**src/rtl/status_ctrl_if.sv**
```systemverilog
// rtl/status_ctrl_if.sv - lookup, update, flush and array-request signal bundle for status_ctrl
//
// Purpose: groups every handshake/bus signal of the status-array front end.
// Ports (signals):
//   lookup : i_lk_valid, i_lk_addr[3:0], i_lk_tag, o_lk_ready
//   update : i_up_valid, i_up_addr[3:0], i_up_blk[1:0], i_up_status[1:0], o_up_ready
//   flush  : i_flush, o_flush_busy, o_flush_done
//   array  : o_sa_valid, o_sa_wen, o_sa_addr[3:0], o_sa_data[7:0], o_sa_wmask[3:0],
//            o_sa_tag, i_sa_ready
// Modports: master = cache pipeline / array side, slave = status_ctrl.
interface status_ctrl_if #(
    parameter int TAG_WIDTH = 1
);
    logic                 i_lk_valid;
    logic [3:0]           i_lk_addr;
    logic [TAG_WIDTH-1:0] i_lk_tag;
    logic                 o_lk_ready;

    logic                 i_up_valid;
    logic [3:0]           i_up_addr;
    logic [1:0]           i_up_blk;
    logic [1:0]           i_up_status;
    logic                 o_up_ready;

    logic                 i_flush;
    logic                 o_flush_busy;
    logic                 o_flush_done;

    logic                 o_sa_valid;
    logic                 o_sa_wen;
    logic [3:0]           o_sa_addr;
    logic [7:0]           o_sa_data;
    logic [3:0]           o_sa_wmask;
    logic [TAG_WIDTH-1:0] o_sa_tag;
    logic                 i_sa_ready;

    modport master (
        output i_lk_valid, i_lk_addr, i_lk_tag,
        input  o_lk_ready,
        output i_up_valid, i_up_addr, i_up_blk, i_up_status,
        input  o_up_ready,
        output i_flush,
        input  o_flush_busy, o_flush_done,
        input  o_sa_valid, o_sa_wen, o_sa_addr, o_sa_data, o_sa_wmask, o_sa_tag,
        output i_sa_ready
    );

    modport slave (
        input  i_lk_valid, i_lk_addr, i_lk_tag,
        output o_lk_ready,
        input  i_up_valid, i_up_addr, i_up_blk, i_up_status,
        output o_up_ready,
        input  i_flush,
        output o_flush_busy, o_flush_done,
        output o_sa_valid, o_sa_wen, o_sa_addr, o_sa_data, o_sa_wmask, o_sa_tag,
        input  i_sa_ready
    );
endinterface

```
**src/rtl/status_ctrl.sv**
```systemverilog
// rtl/status_ctrl.sv - request arbiter, update FIFO and flush sequencer for the icache status array
//
// Purpose: arbitrates lookup reads and buffered status updates onto the single request port
// of the 16x8 status array, blocks lookups that hit a pending update, and runs a
// 16-word zeroing flush sweep.
// Ports:
//   clk  : clock shared with the array
//   srst : synchronous reset, active-high
//   sc   : status_ctrl_if slave modport (lookup, update, flush and array request signals)
module status_ctrl #(
    parameter int TAG_WIDTH = 1
) (
    input  logic         clk,
    input  logic         srst,
    status_ctrl_if.slave sc
);

    typedef enum logic [0:0] {
        ST_IDLE  = 1'b0,
        ST_FLUSH = 1'b1
    } state_t;

    state_t     state;
    state_t     state_nxt;
    logic [3:0] flush_cnt;
    logic       flush_done_q;

    // Two-entry in-order update buffer; a per-slot valid bit keeps the hit check simple.
    logic [1:0] fifo_vld;
    logic [3:0] fifo_addr   [2];
    logic [1:0] fifo_blk    [2];
    logic [1:0] fifo_status [2];
    logic       wr_ptr;
    logic       rd_ptr;

    logic fifo_full;
    logic fifo_empty;
    logic lk_hit;

    logic flush_go;
    logic up_ready;
    logic lk_ready;
    logic up_fire;
    logic lk_fire;
    logic push;
    logic pop;
    logic fifo_clear;

    logic                 issue_valid;
    logic                 issue_wen;
    logic [3:0]           issue_addr;
    logic [7:0]           issue_data;
    logic [3:0]           issue_wmask;
    logic [TAG_WIDTH-1:0] issue_tag;

    // Place the 2-bit status in its block lane; block b owns data[2b+1:2b].
    function automatic logic [7:0] enc_data(input logic [1:0] blk, input logic [1:0] st);
        enc_data = {6'b0, st} << {blk, 1'b0};
    endfunction

    function automatic logic [3:0] enc_mask(input logic [1:0] blk);
        enc_mask = 4'b0001 << blk;
    endfunction

    assign fifo_full  = &fifo_vld;
    assign fifo_empty = ~|fifo_vld;
    assign lk_hit     = (fifo_vld[0] && (fifo_addr[0] == sc.i_lk_addr)) ||
                        (fifo_vld[1] && (fifo_addr[1] == sc.i_lk_addr));

    always_comb begin
        state_nxt   = state;
        flush_go    = 1'b0;
        up_ready    = 1'b0;
        lk_ready    = 1'b0;
        up_fire     = 1'b0;
        lk_fire     = 1'b0;
        push        = 1'b0;
        pop         = 1'b0;
        fifo_clear  = 1'b0;
        issue_valid = 1'b0;
        issue_wen   = 1'b0;
        issue_addr  = 4'h0;
        issue_data  = 8'h00;
        issue_wmask = 4'h0;
        issue_tag   = '0;

        if (!srst) begin
            unique case (state)
                ST_IDLE: begin
                    flush_go = sc.i_flush & sc.i_sa_ready;
                    // A flush starting this cycle refuses both request streams.
                    up_ready = ~fifo_full & ~flush_go;
                    lk_ready = sc.i_sa_ready & ~lk_hit & ~fifo_full & ~sc.i_flush;
                    up_fire  = sc.i_up_valid & up_ready;
                    lk_fire  = sc.i_lk_valid & lk_ready;
                    push     = up_fire;

                    if (flush_go) begin
                        state_nxt  = ST_FLUSH;
                        fifo_clear = 1'b1;
                    end else if (sc.i_sa_ready) begin
                        if (fifo_full) begin
                            issue_valid = 1'b1;
                            issue_wen   = 1'b1;
                            issue_addr  = fifo_addr[rd_ptr];
                            issue_data  = enc_data(fifo_blk[rd_ptr], fifo_status[rd_ptr]);
                            issue_wmask = enc_mask(fifo_blk[rd_ptr]);
                            pop         = 1'b1;
                        end else if (lk_fire) begin
                            issue_valid = 1'b1;
                            issue_addr  = sc.i_lk_addr;
                            issue_tag   = sc.i_lk_tag;
                        end else if (!fifo_empty) begin
                            issue_valid = 1'b1;
                            issue_wen   = 1'b1;
                            issue_addr  = fifo_addr[rd_ptr];
                            issue_data  = enc_data(fifo_blk[rd_ptr], fifo_status[rd_ptr]);
                            issue_wmask = enc_mask(fifo_blk[rd_ptr]);
                            pop         = 1'b1;
                        end else if (up_fire) begin
                            // Empty buffer and a free port: write straight through, skip the FIFO.
                            issue_valid = 1'b1;
                            issue_wen   = 1'b1;
                            issue_addr  = sc.i_up_addr;
                            issue_data  = enc_data(sc.i_up_blk, sc.i_up_status);
                            issue_wmask = enc_mask(sc.i_up_blk);
                            push        = 1'b0;
                        end
                    end
                end
                ST_FLUSH: begin
                    issue_valid = 1'b1;
                    issue_wen   = 1'b1;
                    issue_addr  = flush_cnt;
                    issue_data  = 8'h00;
                    issue_wmask = 4'hF;
                    if (sc.i_sa_ready && (flush_cnt == 4'd15)) begin
                        state_nxt = ST_IDLE;
                    end
                end
                default: state_nxt = ST_IDLE;
            endcase
        end
    end

    always_ff @(posedge clk) begin
        if (srst) begin
            state        <= ST_IDLE;
            flush_cnt    <= 4'd0;
            flush_done_q <= 1'b0;
            fifo_vld     <= 2'b00;
            wr_ptr       <= 1'b0;
            rd_ptr       <= 1'b0;
        end else begin
            state        <= state_nxt;
            flush_done_q <= (state == ST_FLUSH) && sc.i_sa_ready && (flush_cnt == 4'd15);
            // Wraps 15 -> 0 on the last write, so the next sweep starts at word 0.
            if ((state == ST_FLUSH) && sc.i_sa_ready) begin
                flush_cnt <= flush_cnt + 4'd1;
            end
            if (fifo_clear) begin
                fifo_vld <= 2'b00;
                wr_ptr   <= 1'b0;
                rd_ptr   <= 1'b0;
            end else begin
                // pop and push never target the same slot: push needs a free slot,
                // pop needs the head to be valid, and they differ when only one is valid.
                if (pop) begin
                    fifo_vld[rd_ptr] <= 1'b0;
                    rd_ptr           <= ~rd_ptr;
                end
                if (push) begin
                    fifo_vld[wr_ptr] <= 1'b1;
                    wr_ptr           <= ~wr_ptr;
                end
            end
        end
    end

    always_ff @(posedge clk) begin
        if (push) begin
            fifo_addr[wr_ptr]   <= sc.i_up_addr;
            fifo_blk[wr_ptr]    <= sc.i_up_blk;
            fifo_status[wr_ptr] <= sc.i_up_status;
        end
    end

    assign sc.o_up_ready   = up_ready;
    assign sc.o_lk_ready   = lk_ready;
    assign sc.o_flush_busy = (state == ST_FLUSH);
    assign sc.o_flush_done = flush_done_q;
    assign sc.o_sa_valid   = issue_valid;
    assign sc.o_sa_wen     = issue_wen;
    assign sc.o_sa_addr    = issue_addr;
    assign sc.o_sa_data    = issue_data;
    assign sc.o_sa_wmask   = issue_wmask;
    assign sc.o_sa_tag     = issue_tag;

endmodule

```
**src/flat_wrapper.sv**
```systemverilog
// flat-port wrapper written by rule: the top's interface ports become plain ports
module status_ctrl_flat 
#(
    parameter int TAG_WIDTH = 1
)
  (clk, srst, sc_i_lk_valid, sc_i_lk_addr, sc_i_lk_tag, sc_o_lk_ready, sc_i_up_valid, sc_i_up_addr, sc_i_up_blk, sc_i_up_status, sc_o_up_ready, sc_i_flush, sc_o_flush_busy, sc_o_flush_done, sc_o_sa_valid, sc_o_sa_wen, sc_o_sa_addr, sc_o_sa_data, sc_o_sa_wmask, sc_o_sa_tag, sc_i_sa_ready);
  status_ctrl_if #(.TAG_WIDTH(TAG_WIDTH)) sc_i ();
  input  logic clk;
  input  logic srst;
  input wire logic [$bits(sc_i.i_lk_valid)-1:0] sc_i_lk_valid;
  input wire logic [$bits(sc_i.i_lk_addr)-1:0] sc_i_lk_addr;
  input wire logic [$bits(sc_i.i_lk_tag)-1:0] sc_i_lk_tag;
  output wire logic [$bits(sc_i.o_lk_ready)-1:0] sc_o_lk_ready;
  input wire logic [$bits(sc_i.i_up_valid)-1:0] sc_i_up_valid;
  input wire logic [$bits(sc_i.i_up_addr)-1:0] sc_i_up_addr;
  input wire logic [$bits(sc_i.i_up_blk)-1:0] sc_i_up_blk;
  input wire logic [$bits(sc_i.i_up_status)-1:0] sc_i_up_status;
  output wire logic [$bits(sc_i.o_up_ready)-1:0] sc_o_up_ready;
  input wire logic [$bits(sc_i.i_flush)-1:0] sc_i_flush;
  output wire logic [$bits(sc_i.o_flush_busy)-1:0] sc_o_flush_busy;
  output wire logic [$bits(sc_i.o_flush_done)-1:0] sc_o_flush_done;
  output wire logic [$bits(sc_i.o_sa_valid)-1:0] sc_o_sa_valid;
  output wire logic [$bits(sc_i.o_sa_wen)-1:0] sc_o_sa_wen;
  output wire logic [$bits(sc_i.o_sa_addr)-1:0] sc_o_sa_addr;
  output wire logic [$bits(sc_i.o_sa_data)-1:0] sc_o_sa_data;
  output wire logic [$bits(sc_i.o_sa_wmask)-1:0] sc_o_sa_wmask;
  output wire logic [$bits(sc_i.o_sa_tag)-1:0] sc_o_sa_tag;
  input wire logic [$bits(sc_i.i_sa_ready)-1:0] sc_i_sa_ready;
  assign sc_i.i_lk_valid = sc_i_lk_valid;
  assign sc_i.i_lk_addr = sc_i_lk_addr;
  assign sc_i.i_lk_tag = sc_i_lk_tag;
  assign sc_o_lk_ready = sc_i.o_lk_ready;
  assign sc_i.i_up_valid = sc_i_up_valid;
  assign sc_i.i_up_addr = sc_i_up_addr;
  assign sc_i.i_up_blk = sc_i_up_blk;
  assign sc_i.i_up_status = sc_i_up_status;
  assign sc_o_up_ready = sc_i.o_up_ready;
  assign sc_i.i_flush = sc_i_flush;
  assign sc_o_flush_busy = sc_i.o_flush_busy;
  assign sc_o_flush_done = sc_i.o_flush_done;
  assign sc_o_sa_valid = sc_i.o_sa_valid;
  assign sc_o_sa_wen = sc_i.o_sa_wen;
  assign sc_o_sa_addr = sc_i.o_sa_addr;
  assign sc_o_sa_data = sc_i.o_sa_data;
  assign sc_o_sa_wmask = sc_i.o_sa_wmask;
  assign sc_o_sa_tag = sc_i.o_sa_tag;
  assign sc_i.i_sa_ready = sc_i_sa_ready;
  status_ctrl #(.TAG_WIDTH(TAG_WIDTH)) u_core (.clk(clk), .srst(srst), .sc(sc_i));
endmodule
```
**config.mk**
```make
export PLATFORM = sky130hd
export DESIGN_NAME = status_ctrl_flat
export DESIGN_NICKNAME = d
export VERILOG_FILES = /design/src/rtl/status_ctrl_if.sv /design/src/rtl/status_ctrl.sv /design/src/flat_wrapper.sv
export SDC_FILE = /design/constraint.sdc
export NUM_CORES = 1
export LEC_CHECK = 0
export BUFFER_PORTS_ARGS = -buffer_cell sky130_fd_sc_hd__buf_2
export CORE_MARGIN = 3
export CORE_UTILIZATION = 50
export CTS_BUF_LIST = sky130_fd_sc_hd__clkbuf_2 sky130_fd_sc_hd__clkbuf_4 sky130_fd_sc_hd__clkbuf_8
export CTS_CLUSTER_DIAMETER = 40
export DETAILED_ROUTE_END_ITERATION = 8
export GPL_ROUTABILITY_DRIVEN = 1
export MAX_ROUTING_LAYER = met4
export PLACE_DENSITY_LB_ADDON = 0.08
export REMOVE_ABC_BUFFERS = 1
export SLEW_MARGIN = 20
export SYNTH_ARGS = -nofsm -noshare
export SYNTH_HDL_FRONTEND = slang
export SYNTH_SLANG_ARGS = --single-unit
```
**constraint.sdc**
```tcl
create_clock -name clk -period 1.6 [get_ports clk]
set_clock_uncertainty 0.1 [all_clocks]
set_input_delay 0.16 -clock clk [delete_from_list [all_inputs] [get_ports clk]]
set_output_delay 0.16 -clock clk [all_outputs]
set_load 0.03 [all_outputs]
```
== Word level (Yosys, flattened, before mapping) ==
Memory sizes are Yosys's and may differ from the RTL's. A register that Yosys moved wholly into a read port is not among the register bits.
Cells that the tools add are included.
W data, S select, Z words.

* Add/subtract/negate cells: 1
* Order comparisons: 4
* Equal/unequal tests: 3
* Shift operators: 4
* Multiplexer cells: 83
* Bitwise logic cells: 17
* Reductions and logical operators: 11

{| class="wikitable"
|+ Operators by type and width
! cell !! count
|-
| $mux W4 || 14
|-
| $mux W8 || 7
|-
| $mux W1 || 50
|-
| $pmux W4 S2 || 2
|-
| $pmux W8 S2 || 1
|-
| $shl A2 B3 Y8 || 2
|-
| $eq A4 B4 Y1 || 2
|-
| $mux W2 || 4
|-
| $shl A1 B2 Y4 const A || 2
|-
| $and A1 B1 Y1 || 7
|-
| $logic_and A1 B1 Y1 || 7
|-
| $not A1 Y1 || 7
|-
| $pmux W1 S2 || 3
|-
| $add A4 B1 Y4 const B || 1
|-
| $eq A4 B4 Y1 const B || 1
|-
| $lt A1 B2 Y1 const B || 2
|-
| $reduce_or A2 Y1 || 2
|-
| $and A2 B2 Y2 || 1
|-
| $demux W1 S1 || 2
|-
| $ge A1 B1 Y1 const B || 2
|-
| $not A2 Y2 || 1
|-
| $or A2 B2 Y2 || 1
|-
| $reduce_and A2 Y1 || 1
|-
| $logic_or A1 B1 Y1 || 1
|}

* Register bits after elaboration: 10
* RAM bits: 16
* Input port bits: 19
* Output and inout port bits: 23
* Word-level logic and storage cells: 132
* Memories kept: 3

{| class="wikitable"
|+ Memories
! name !! words !! width !! read ports !! clocked after Yosys merged registers in !! write ports !! RTL line !! source
|-
| u_core.fifo_addr || 2 || 4 || 3 || 1 || 1 || status_ctrl.sv:30 || <nowiki>logic [3:0] fifo_addr [2];</nowiki>
|-
| u_core.fifo_blk || 2 || 2 || 1 || 1 || 1 || status_ctrl.sv:31 || <nowiki>logic [1:0] fifo_blk [2];</nowiki>
|-
| u_core.fifo_status || 2 || 2 || 1 || 1 || 1 || status_ctrl.sv:32 || <nowiki>logic [1:0] fifo_status [2];</nowiki>
|}

== Depth between registers and ports, before layout ==
* Depth after elaboration: 19
* Gate-level depth with buffers: 6

== Least setup slack after synthesis ==
No wires, ideal clock.

* Path type: flip-flop to output port
* From: register u_core.state, in the netlist u_core.sc.o_flush_busy
* To: output port sc_o_sa_addr[0]
* Arrival: 1.949 ns
* Required time: 1.340 ns
* Setup slack: -0.609 ns
* Stages on the path, launching flop included: 5
* Path buffers: 1
* Path through: dfxtp_1 buf_4 nor4b_4 o21ai_0 o31ai_1

* Longest elaborated chain between the ends: 3

{| class="wikitable"
|+ Ends and longest elaborated chain
! element !! RTL line !! source
|-
| start, declared || status_ctrl.sv:23 || <nowiki>state_t state;</nowiki>
|-
| start signal, assigned || status_ctrl.sv:155 || <nowiki>state <= state_nxt;</nowiki>
|-
| $not A1 Y1 || status_ctrl.sv:88 || <nowiki>unique case (state)</nowiki>
|-
| $pmux W4 S2 * || status_ctrl.sv:88 ||
|-
| $mux W4 * || status_ctrl.sv:87 || <nowiki>if (!srst) begin</nowiki>
|-
| end, declared || flat_wrapper.sv:24 || <nowiki>output wire logic [$bits(sc_i.o_sa_addr)-1:0] sc_o_sa_addr;</nowiki>
|}

Every way passes the cells marked *; elsewhere a longest branch is shown, timed or not.

==> impl_metrics.env <==
export IMPL_final_worst_setup_slack_ps=-787
export IMPL_synth_seq_cells=27
export IMPL_worst_slew_pin_transition_ps=497
export IMPL_globalRouteMet2Util_pct=48.5
export IMPL_most_common_layout_cells="60 x sky130_fd_sc_hd__buf_4, 21 x sky130_fd_sc_hd__nand2_1, 20 x sky130_fd_sc_hd__buf_2"
export IMPL_cts_root_buffer="sky130_fd_sc_hd__clkbuf_4"
export IMPL_placeableCoreArea_sq_mm=0.00315
export IMPL_fillerInstances=185
export IMPL_fraction_of_layout_cells_with_a_size_suffix_above_1_pct=47.2
export IMPL_portBuffers=41
export IMPL_die_area_sq_mm=0.00418
export IMPL_final_common_cell="sky130_fd_sc_hd__buf_4"
export IMPL_syn_area_sq_mm=0.00172
export IMPL_run_status="finished, violations left"
export IMPL_whs_path_depth=3
export IMPL_area_delta_synth_final_pct=57.0
export IMPL_power_density_mw_per_mm2=561
export IMPL_drcViolationCount=0
export IMPL_postSynth_asyncResetShare_pct=0
export IMPL_drt_pass1_iter_count=4
export IMPL_post_place_cells=306
export IMPL_detail_routed_net_length_per_standard_cell_um=18.2
export IMPL_grt_setup_unrepaired="true"
export IMPL_synth_edf_count=16
export IMPL_worstRegToRegCells=7
export IMPL_cts_sink_count=27
export IMPL_critical_path_class="flop to primary output"
export IMPL_global_route_wire_length_before_repair_um=8620
export IMPL_use_met1_pct=32.2
export IMPL_max_stage_delay_ps=460
export IMPL_via_count_of_the_first_global_routing_pass=1815
export IMPL_layoutNonFillerInstCount=326
export IMPL_worst_case_headroom_to_the_max_slew_limit_pct=66.6
export IMPL_post_synth_num_cell_types=49
export IMPL_cts_max_level=1
export IMPL_timing_fmax_mhz=419
export IMPL_worstPathRequired_ps=1340
export IMPL_worst_path_max_fanout=8
export IMPL_drt_vias_per_instance=5.94
export IMPL_clockBufferDepth=2
export IMPL_globalRouteOverflowTotal=0
export IMPL_nNetsFinal=303
export IMPL_final_max_slew_viol_count=0
export IMPL_die_h_um=64.6
export IMPL_crit_path_top_delay_cell="sky130_fd_sc_hd__edfxtp_1"
export IMPL_grt_met3_usage_pct=2.95
export IMPL_insertion_delay_to_the_later_sink_of_the_worst_skew_pair_ps=340
export IMPL_holdCritPathClass="input port to flop"
export IMPL_cellLeakagePower_uw=0.00105
export IMPL_global_placer_s_final_weighted_congestion=0.915
export IMPL_grt_busiest_layer="met2"
export IMPL_synthesis_instances=184
export IMPL_floorplan_rows=20
export IMPL_cts_tree="yes"
export IMPL_antenna_violations_before_repair=0
export IMPL_initial_core_util_pct=54.5
export IMPL_route_final_wire_length_um=5940
export IMPL_start_kind="flop"
export IMPL_violated_checks="negative setup slack"
export IMPL_worstPathCellList="xor2_1 > nor2_1 > and4_4 > buf_12 > o31ai_4 > nor2_1 > buf_4"
export IMPL_final_count_of_negative_setup_slack_endpoints=42
export IMPL_maxCapViolCount=0
export IMPL_vias_post_dr=1938
export IMPL_vdd_drop_max_mv=0.429
export IMPL_worst_path_most_repeated_cell="sky130_fd_sc_hd__nor2_1"
export IMPL_finalCritPeriodShare_pct=149
export IMPL_synth_sequential_area_ratio_pct=40.8
export IMPL_detailedRoute_firstIterationViolations=146
export IMPL_postSynth_topFlopCell="sky130_fd_sc_hd__edfxtp_1"
export IMPL_final_worst_path_period_need_ps=2390
export IMPL_endpoint_kind_of_the_worst_setup_timing_path="primary output"
export IMPL_pin_count=42
export IMPL_finalHoldViolCount=0
export IMPL_critical_path_arrival_ps=2130
export IMPL_worst_setup_hold_path_clk_slew_ps=160
export IMPL_die_width_um=64.6
export IMPL_grt_start_max_net_pins=16
export IMPL_grt_resource_usage_total_pct=27.2
export IMPL_cts_inserted_buffers=3
export IMPL_final_hold_worst_slack_ps=157
export IMPL_half_perimeter_wire_length_after_detailed_placement_um=3850
export IMPL_synth_area_per_cell_sq_um=9.34
export IMPL_yosys_warnings=0
export IMPL_drt_antenna_violating_nets=0
export IMPL_num_antenna_cells=0
-- timing repair --
item / in CTS / in global routing
endpoints found under the setup margin: 41 / 43
hold endpoints to repair: 16 / 0
setup buffers: 6 / 3
gates resized for setup: 34 / 34
pin swaps: 14 / 22
hold buffers: 8 / 0
-- Yosys cell counts, drive strengths merged (2+ instances only) --
master	instances	area share (%)
nand2	22	4.8
nor2	20	4.5
edfxtp	16	28
dfxtp	11	13
nand3	11	3.5
o31ai	10	5.2
o21ai	8	2.3
mux2i	7	4.1
nor3	7	3.0
a21oi	6	1.7
nand2b	6	2.2
xnor2	6	3.1
a31oi	5	1.8
buf	5	2.1
nor4	4	1.5
xor2	4	2.0
nand4	3	1.1
o21a	3	1.3
o2bb2ai	3	1.5
and3	2	0.73
clkbuf	2	0.44
inv	2	0.44
nor3b	2	1.2
or2	2	0.73
-- registers in the layout, summed over array words and instances, names as in the netlist, named ones only --
name	flops
u_core.fifo_addr	8
u_core.fifo_blk	4
u_core.fifo_status	4
u_core.flush_cnt	4
u_core.fifo_vld	2
u_core.rd_ptr	1
u_core.sc.o_flush_busy	1
u_core.sc.o_flush_done	1
u_core.wr_ptr	1
-- worst paths after layout --
path / start / slack, ps / to
worst min-delay path: srst / 160 / u_core.sc.o_flush_busy
worst max-delay path: u_core.fifo_addr[1][1] / -790 / sc_o_sa_data[4]
worst max register to register: u_core.fifo_addr[1][1] / -320 / u_core.fifo_vld[1]
worst min register to register: u_core.flush_cnt[2] / 440 / u_core.sc.o_flush_done
-- layout make-up --
cell class | instances | area [sq um] | area share [%]
Multi-Input combinational cell | 148 | 1120 | 41.4
Timing Repair Buffer | 101 | 786 | 29.1
Sequential cell | 27 | 706 | 26.2
Tap cell | 44 | 55.1 | 2.04
Clock buffer | 3 | 22.5 | 0.835
Inverter | 2 | 7.51 | 0.278
Clock inverter | 1 | 5.00 | 0.186
-- cells by family (layout without fill, tap and decap cells) --
family,count (synthesis),count (layout),synth area share (%)
AND/OR/NAND/NOR,86,86,27.3
multiplexers,8,8,4.73
XOR/XNOR,10,10,5.10
buffers and inverters,9,107,2.99
adder cells (fa/ha/maj),1,1,0.728
flip-flops,27,27,40.8
AO/OA/AOI/OAI,43,43,18.4
-- critical path: cells and delay by family, from the launching register on --
family / cells / cell delay, ps
buffers and inverters: 2 / 330
DFF: 1 / 460
and+or+nand+nor: 3 / 390
xor gates and xnor gates: 1 / 210
AOI/OAI and AO/OA: 1 / 400
-- through the flow --
step	TNS [ps]	instance area [sq um]	total power, uW	util [%]	setup WS (ps)
after floorplan	-16470	1670	949	-	-722
after global placement	-5400	2280	1100	72.2	-261
after detailed placement	-6910	2280	1110	72.2	-303
after CTS	-13960	2540	1460	80.6	-636
after global routing	-19220	2700	1570	85.6	-878
final	-16430	2700	1510	85.6	-787
-- layer usage --
layer,wire length [um],vias up,part of all wire (%)
met5,0,-,0
met4,202,0,3.4
met3,431,22,7.3
met2,3090,112,52
met1,2210,912,37
li1,-,892,-
-- power breakdown --
part | total [uW] | internal [uW] | switching (uW) | leakage [uW]
sequential | 770 | 754 | 16.2 | 0.000236
combinational | 428 | 199 | 229 | 0.000796
clock | 317 | 94.3 | 222 | 0.0000177
total | 1510 | 1050 | 468 | 0.00105
Power figures use the tool's default switching activity.
